### src/rtl/bd_bridge_pkg.sv
// Shared types and constants for the bundled-data bridges.
package bd_bridge_pkg;

  // The encoding is fixed so that the state can be read directly from a probe.
  typedef enum logic [1:0] {
    IDLE  = 2'b00,
    SETUP = 2'b01,
    REQ   = 2'b10,
    RTZ   = 2'b11
  } state_t;

  localparam logic [15:0] SAT_MAX = 16'hFFFF;

endpackage

### src/rtl/bd_sync.sv
// Flop-chain synchroniser for a single asynchronous control bit.
// The transmit bridge uses it for Lack. The receive-side bridge will reuse it.
module bd_sync #(
  parameter int STAGES = 2
) (
  input  logic clk,
  input  logic rst,
  input  logic d,
  output logic q
);

  logic [STAGES-1:0] sync_p;

  // Shift the asynchronous input through STAGES flops. Each flop clears on reset.
  always_ff @(posedge clk or posedge rst) begin
    if (rst) begin
      sync_p <= '0;
    end else begin
      sync_p <= {sync_p[STAGES-2:0], d};
    end
  end

  assign q = sync_p[STAGES-1];

endmodule

### src/rtl/sync_bd_tx_bridge.sv
// Transmit bridge: a synchronous valid/ready producer feeds a small FIFO.
// The FIFO is drained onto a four-phase bundled-data channel (Ldata, Lreq, Lack).
// Optional build macro SYNC_BD_TX_BRIDGE_STATS_EN adds the saturating xfer_cnt output.
module sync_bd_tx_bridge
  import bd_bridge_pkg::*;
#(
  parameter int DATA_W      = 8,
  parameter int DEPTH       = 4,
  parameter int SYNC_STAGES = 2
) (
  input  logic                     clk,
  input  logic                     rst,
  input  logic                     in_valid,
  output logic                     in_ready,
  input  logic [DATA_W-1:0]        in_data,
  output logic                     Lreq,
  input  logic                     Lack,
  output logic [DATA_W-1:0]        Ldata,
  output logic [$clog2(DEPTH):0]   fifo_count,
  output logic                     busy
`ifdef SYNC_BD_TX_BRIDGE_STATS_EN
  ,
  output logic [15:0]              xfer_cnt
`endif
);

  localparam int AW = $clog2(DEPTH);
  localparam int CW = AW + 1;

  logic [DATA_W-1:0] mem [DEPTH];
  logic [AW-1:0]     wr_ptr;
  logic [AW-1:0]     rd_ptr;
  logic [CW-1:0]     count_next;
  state_t            state;
  state_t            state_next;
  logic              lack_s;
  logic              armed;
  logic              push;
  logic              pop;
  logic              load;
  logic              set_req;

  bd_sync #(.STAGES(SYNC_STAGES)) u_lack_sync (
    .clk (clk),
    .rst (rst),
    .d   (Lack),
    .q   (lack_s)
  );

  assign push = in_valid & in_ready;
  assign busy = (state != IDLE) || (fifo_count != '0);

  // Handshake sequencing. The acknowledge counts only once REQ has seen lack_s low.
  // An Lack left high from IDLE or SETUP is therefore ignored.
  always_comb begin
    state_next = state;
    load       = 1'b0;
    set_req    = 1'b0;
    pop        = 1'b0;
    case (state)
      IDLE: begin
        if (fifo_count != '0) begin
          load       = 1'b1;
          state_next = SETUP;
        end
      end
      SETUP: begin
        set_req    = 1'b1;
        state_next = REQ;
      end
      REQ: begin
        if (lack_s && armed) begin
          pop        = 1'b1;
          state_next = RTZ;
        end
      end
      RTZ: begin
        if (!lack_s) state_next = IDLE;
      end
      default: state_next = IDLE;
    endcase
  end

  // Occupancy after this edge. A push and a pop on the same edge cancel.
  always_comb begin
    count_next = fifo_count;
    if (push && !pop)      count_next = fifo_count + CW'(1);
    else if (!push && pop) count_next = fifo_count - CW'(1);
  end

  // Control state, pointers, handshake outputs and the registered in_ready.
  always_ff @(posedge clk or posedge rst) begin
    if (rst) begin
      state      <= IDLE;
      Lreq       <= 1'b0;
      Ldata      <= '0;
      armed      <= 1'b0;
      fifo_count <= '0;
      in_ready   <= 1'b0;
      wr_ptr     <= '0;
      rd_ptr     <= '0;
    end else begin
      state      <= state_next;
      armed      <= (state == REQ) && (armed || !lack_s);
      fifo_count <= count_next;
      in_ready   <= (count_next < CW'(DEPTH));
      if (push)    wr_ptr <= wr_ptr + AW'(1);
      if (pop)     rd_ptr <= rd_ptr + AW'(1);
      if (load)    Ldata  <= mem[rd_ptr];
      if (set_req) Lreq   <= 1'b1;
      else if (pop) Lreq  <= 1'b0;
    end
  end

  // FIFO storage. It holds data only, so it has no reset.
  always_ff @(posedge clk) begin
    if (push) mem[wr_ptr] <= in_data;
  end

`ifdef SYNC_BD_TX_BRIDGE_STATS_EN
  // Completed-transfer counter. It holds at SAT_MAX instead of wrapping.
  always_ff @(posedge clk or posedge rst) begin
    if (rst) begin
      xfer_cnt <= '0;
    end else if (pop && (xfer_cnt != SAT_MAX)) begin
      xfer_cnt <= xfer_cnt + 16'd1;
    end
  end
`endif

endmodule

### config.mk
export PLATFORM = sky130hd
export DESIGN_NAME = sync_bd_tx_bridge
export DESIGN_NICKNAME = d
export VERILOG_FILES = /design/src/rtl/bd_bridge_pkg.sv /design/src/rtl/bd_sync.sv /design/src/rtl/sync_bd_tx_bridge.sv
export SDC_FILE = /design/constraint.sdc
export NUM_CORES = 1
export LEC_CHECK = 0
export CAP_MARGIN = 0
export CORE_UTILIZATION = 58
export DETAILED_ROUTE_END_ITERATION = 7
export GPL_TIMING_DRIVEN = 0
export PLACE_DENSITY = 0.82
export SETUP_SLACK_MARGIN = 0.1
export SLEW_MARGIN = 5
export SYNTH_ARGS = -nofsm -noshare
export SYNTH_HDL_FRONTEND = slang
export SYNTH_SLANG_ARGS = --single-unit
### constraint.sdc
create_clock -name clk -period 4.2 [get_ports clk]
set_clock_uncertainty 0.1 [all_clocks]
set_input_delay 0.63 -clock clk [delete_from_list [all_inputs] [get_ports clk]]
set_output_delay 0.63 -clock clk [all_outputs]
set_load 0.02 [all_outputs]
==> flow_summary_export.csv <==
group,metric,value,unit
run_status,status,"complete, no violations",
placed_design,io_buffer_count,25,
die,num_rows,22,
placed_design,hpwl,2700,um
yosys,yosysWarnings,0,
cells_and_area,multi_input_area,698.2,um2
grt,first_global_vias,1396,
clock_network,cts_max_path_buffers,2,
placed_design,post-place-cells,226,
power,p_leak,1.096,nW
die,die-area,4198,um2
cells_and_area,layout-drive-gt1-share,7.568,%
detailed_routing,wl,3953,um
yosys,yosysSeqAreaShare,66.08,%
grt,grt_overflow_total,0,
detailed_routing,post_drt_via_cell_ratio,5.665,
die,fp.dieH,64.80,um
worst_setup_path,cp_max_fo,10,
detailed_routing,first_pass_iters,6,
job,drv_cap,0,
worst_hold_path,hold_depth,0,
yosys,synth_edf_count,32,
sta,min_period_over_period,67.01,%
worst_hold_path,hp-class,"register to register",
sta,rsz0062_at_grt,"false",
cells_and_area,register_area,1511,um2
worst_setup_path,startpoint,"fifo_count[0]",
die,core_area,3716,um2
detailed_routing,ant_nets,0,
clock_network,cts_tree,"built",
clock_network,ctsHoldBuffers,0,
cells_and_area,syn2layout_area_growth,17.18,%
power,peakVddDrop,323.3,uV
yosys,syn_nets,179,
worst_setup_path,required,3470,ps
clock_network,clock_sinks,54,
clock_network,root_buffer,"clkbuf_8",
clock_network,cts_resized,0,
clock_network,clk_latency,300,ps
clock_network,postCtsSetupBuffers,0,
worst_setup_path,startpoint_type,"register",
cells_and_area,diodes,0,
yosys,synthArstFlopShare,40.74,%
sta,tns,0,ps
cells_and_area,final_cells,233,
placed_design,placed_area,2597,um2
sta,period_needed,2814,ps
detailed_routing,num_vias,1320,
cells_and_area,layout.nets,211,
worst_setup_path,crit_path_cell_trace,"inv_1 -> ha_1 -> nor2b_1 -> clkbuf_2 -> nand2_1 -> clkdlybuf4s50_1",
clock_network,clkSlewWorstSetupHoldPaths,90,ps
yosys,netlist_area,2287,um2
worst_setup_path,cp.arrival,2080,ps
worst_setup_path,rr_startpoint,"state[0]",
detailed_routing,remaining_drc_errors,0,
yosys,synth.most_common_cell,"edfxtp_1",
power,pwr_density_cell,686.1,nW/um2
sta,slew_violations,0,
detailed_routing,first_iter_violations,123,
grt,grt_max_degree,23,
yosys,yosysTopAreaCellShare,42.01,%
cells_and_area,fill_cells,245,
grt,grt_pass1_wl,6589,um
grt,track_usage,21.76,%
detailed_routing,wl_per_cell,16.97,um
clock_network,cts_max_level,2,
sta,finalHoldViolCount,0,
sta,slew_headroom,42.84,%
worst_setup_path,max_stage_delay,530,ps
worst_setup_path,rrSetupSlack,2070,ps
worst_setup_path,slowest_stage,"clkdlybuf4s50_1",
worst_setup_path,critPathKind,"register to output pin",
placed_design,gp_congestion,0.8018,
sta,setup_viol,0,
yosys,synth_area_leaders,"edfxtp_1, dfrtp_1, ha_1",
clock_network,cts_buffers,5,
die,start_util,61.55,%
worst_setup_path,reg2regPathDepth,6,
sta,timing.fmax,355.3,MHz
sta,worst_slew_pin_slew,856.4,ps
yosys,synth.avg_cell_area,14.95,um2
worst_hold_path,min_from,"u_lack_sync.sync_p[0]",
die,ios,26,
yosys,ys.flop_type,"edfxtp_1",
yosys,synth-seq-cells,54,
yosys,synth_top_cell_by_area,"edfxtp_1",
die,die_width,64.80,um
grt,antenna_found_initial,0,
yosys,syn_inst,153,
worst_setup_path,crit_path_end_kind,"output pin",
worst_hold_path,whs_endpoint,"u_lack_sync.sync_p[1]",
yosys,synth_commonest_cells,"edfxtp_1, dfrtp_1, mux2i_1",
yosys,synth_cell_types,30,
cells_and_area,fin_area,2680,um2
[cells in the final DEF, fill, tap and decap left out, types with 2 or more instances in the layout]
| master | instances |
|---|---|
| edfxtp_1 | 32 |
| clkdlybuf4s50_1 | 25 |
| dfrtp_1 | 22 |
| mux2i_1 | 17 |
| ha_1 | 14 |
| inv_1 | 13 |
| o21ai_0 | 10 |
| o221ai_1 | 6 |
| nand2_1 | 5 |
| clkbuf_8 | 5 |
| xnor2_1 | 4 |
| and3_1 | 4 |
| nor2_1 | 3 |
| nand3_1 | 2 |
| nor2b_1 | 2 |
| o221ai_2 | 2 |
| a22o_1 | 2 |
[metal layers]
| metal | vias to the layer above | global-route usage (%) | share of wire, % |
|---|---|---|---|
| li1 | 628 | - | - |
| met2 | 37 | 36.72 | 50 |
| met4 | 0 | 10.28 | 1.5 |
| met3 | 6 | 4.401 | 4.9 |
| met5 | - | 0 | 0 |
| met1 | 649 | 26.69 | 43 |
[flip-flops by register name, summed over array words and instances (netlist names), 2 cells and up, named ones only]
signal              cells
mem                    32
state                   2
u_lack_sync.sync_p      2
Ldata                   8
rd_ptr                  2
fifo_count              2
wr_ptr                  2
[worst max-delay path: cells and delay by family (launching register included)]
kind	cells	cell delay [ps]
AND/OR/NAND/NOR	2	300
adder cells (fa/ha/maj)	1	140
buffers and inverters	3	900
flip-flops	1	430
[cells by family after synthesis]
family                   share of synthesized area, %
AND/OR/NAND/NOR                                 4.760
multiplexers                                    7.932
AO/OA/AOI/OAI                                   8.644
XOR/XNOR                                        1.532
adder cells (fa/ha/maj)                         7.659
flip-flops                                      66.08
buffers and inverters                           3.391
[metrics by stage]
step                worst slack, ps  hold slack (ps)  power (mW)  utilization [%]
CTS                            1384            257.4       1.846            72.12
global placement               1769            235.6       1.531            69.90
detailed placement             1689            236.4       1.578            69.90
finish                         1386            255.6       1.839            72.12
global route                   1264            263.5       1.958            72.12
floorplan                      2246            231.2       1.299                -
[where the power goes]
part           switching, mW  internal [mW]  leakage (nW)
clock                  0.157          0.115        0.0444
combinational          0.421          0.336         0.494
sequential            0.0872          0.722         0.557
total                  0.665           1.17          1.10
[final cells by class]
| type | instances | share of cell area [%] |
|---|---|---|
| well taps | 48 | 2.241 |
| clock inverters | 2 | 0.5135 |
| inverters | 13 | 1.821 |
| clock buffers | 5 | 2.568 |
| multi-input cells | 82 | 26.05 |
| flip-flops and latches | 54 | 56.40 |
| plain buffers | 4 | 1.074 |
| repair buffers | 25 | 9.337 |
[how the worst max path moves through the flow]
stage / end / slack (ps) / depth (start not counted)
3_5_place_dp: register / 1690 / 7
5_1_grt: busy / 1260 / 6
2_1_floorplan: busy / 2250 / 5
6_report: busy / 1390 / 6
3_3_place_gp: busy / 1770 / 6
4_1_cts: busy / 1380 / 6
Power figures use the tool's default switching activity.
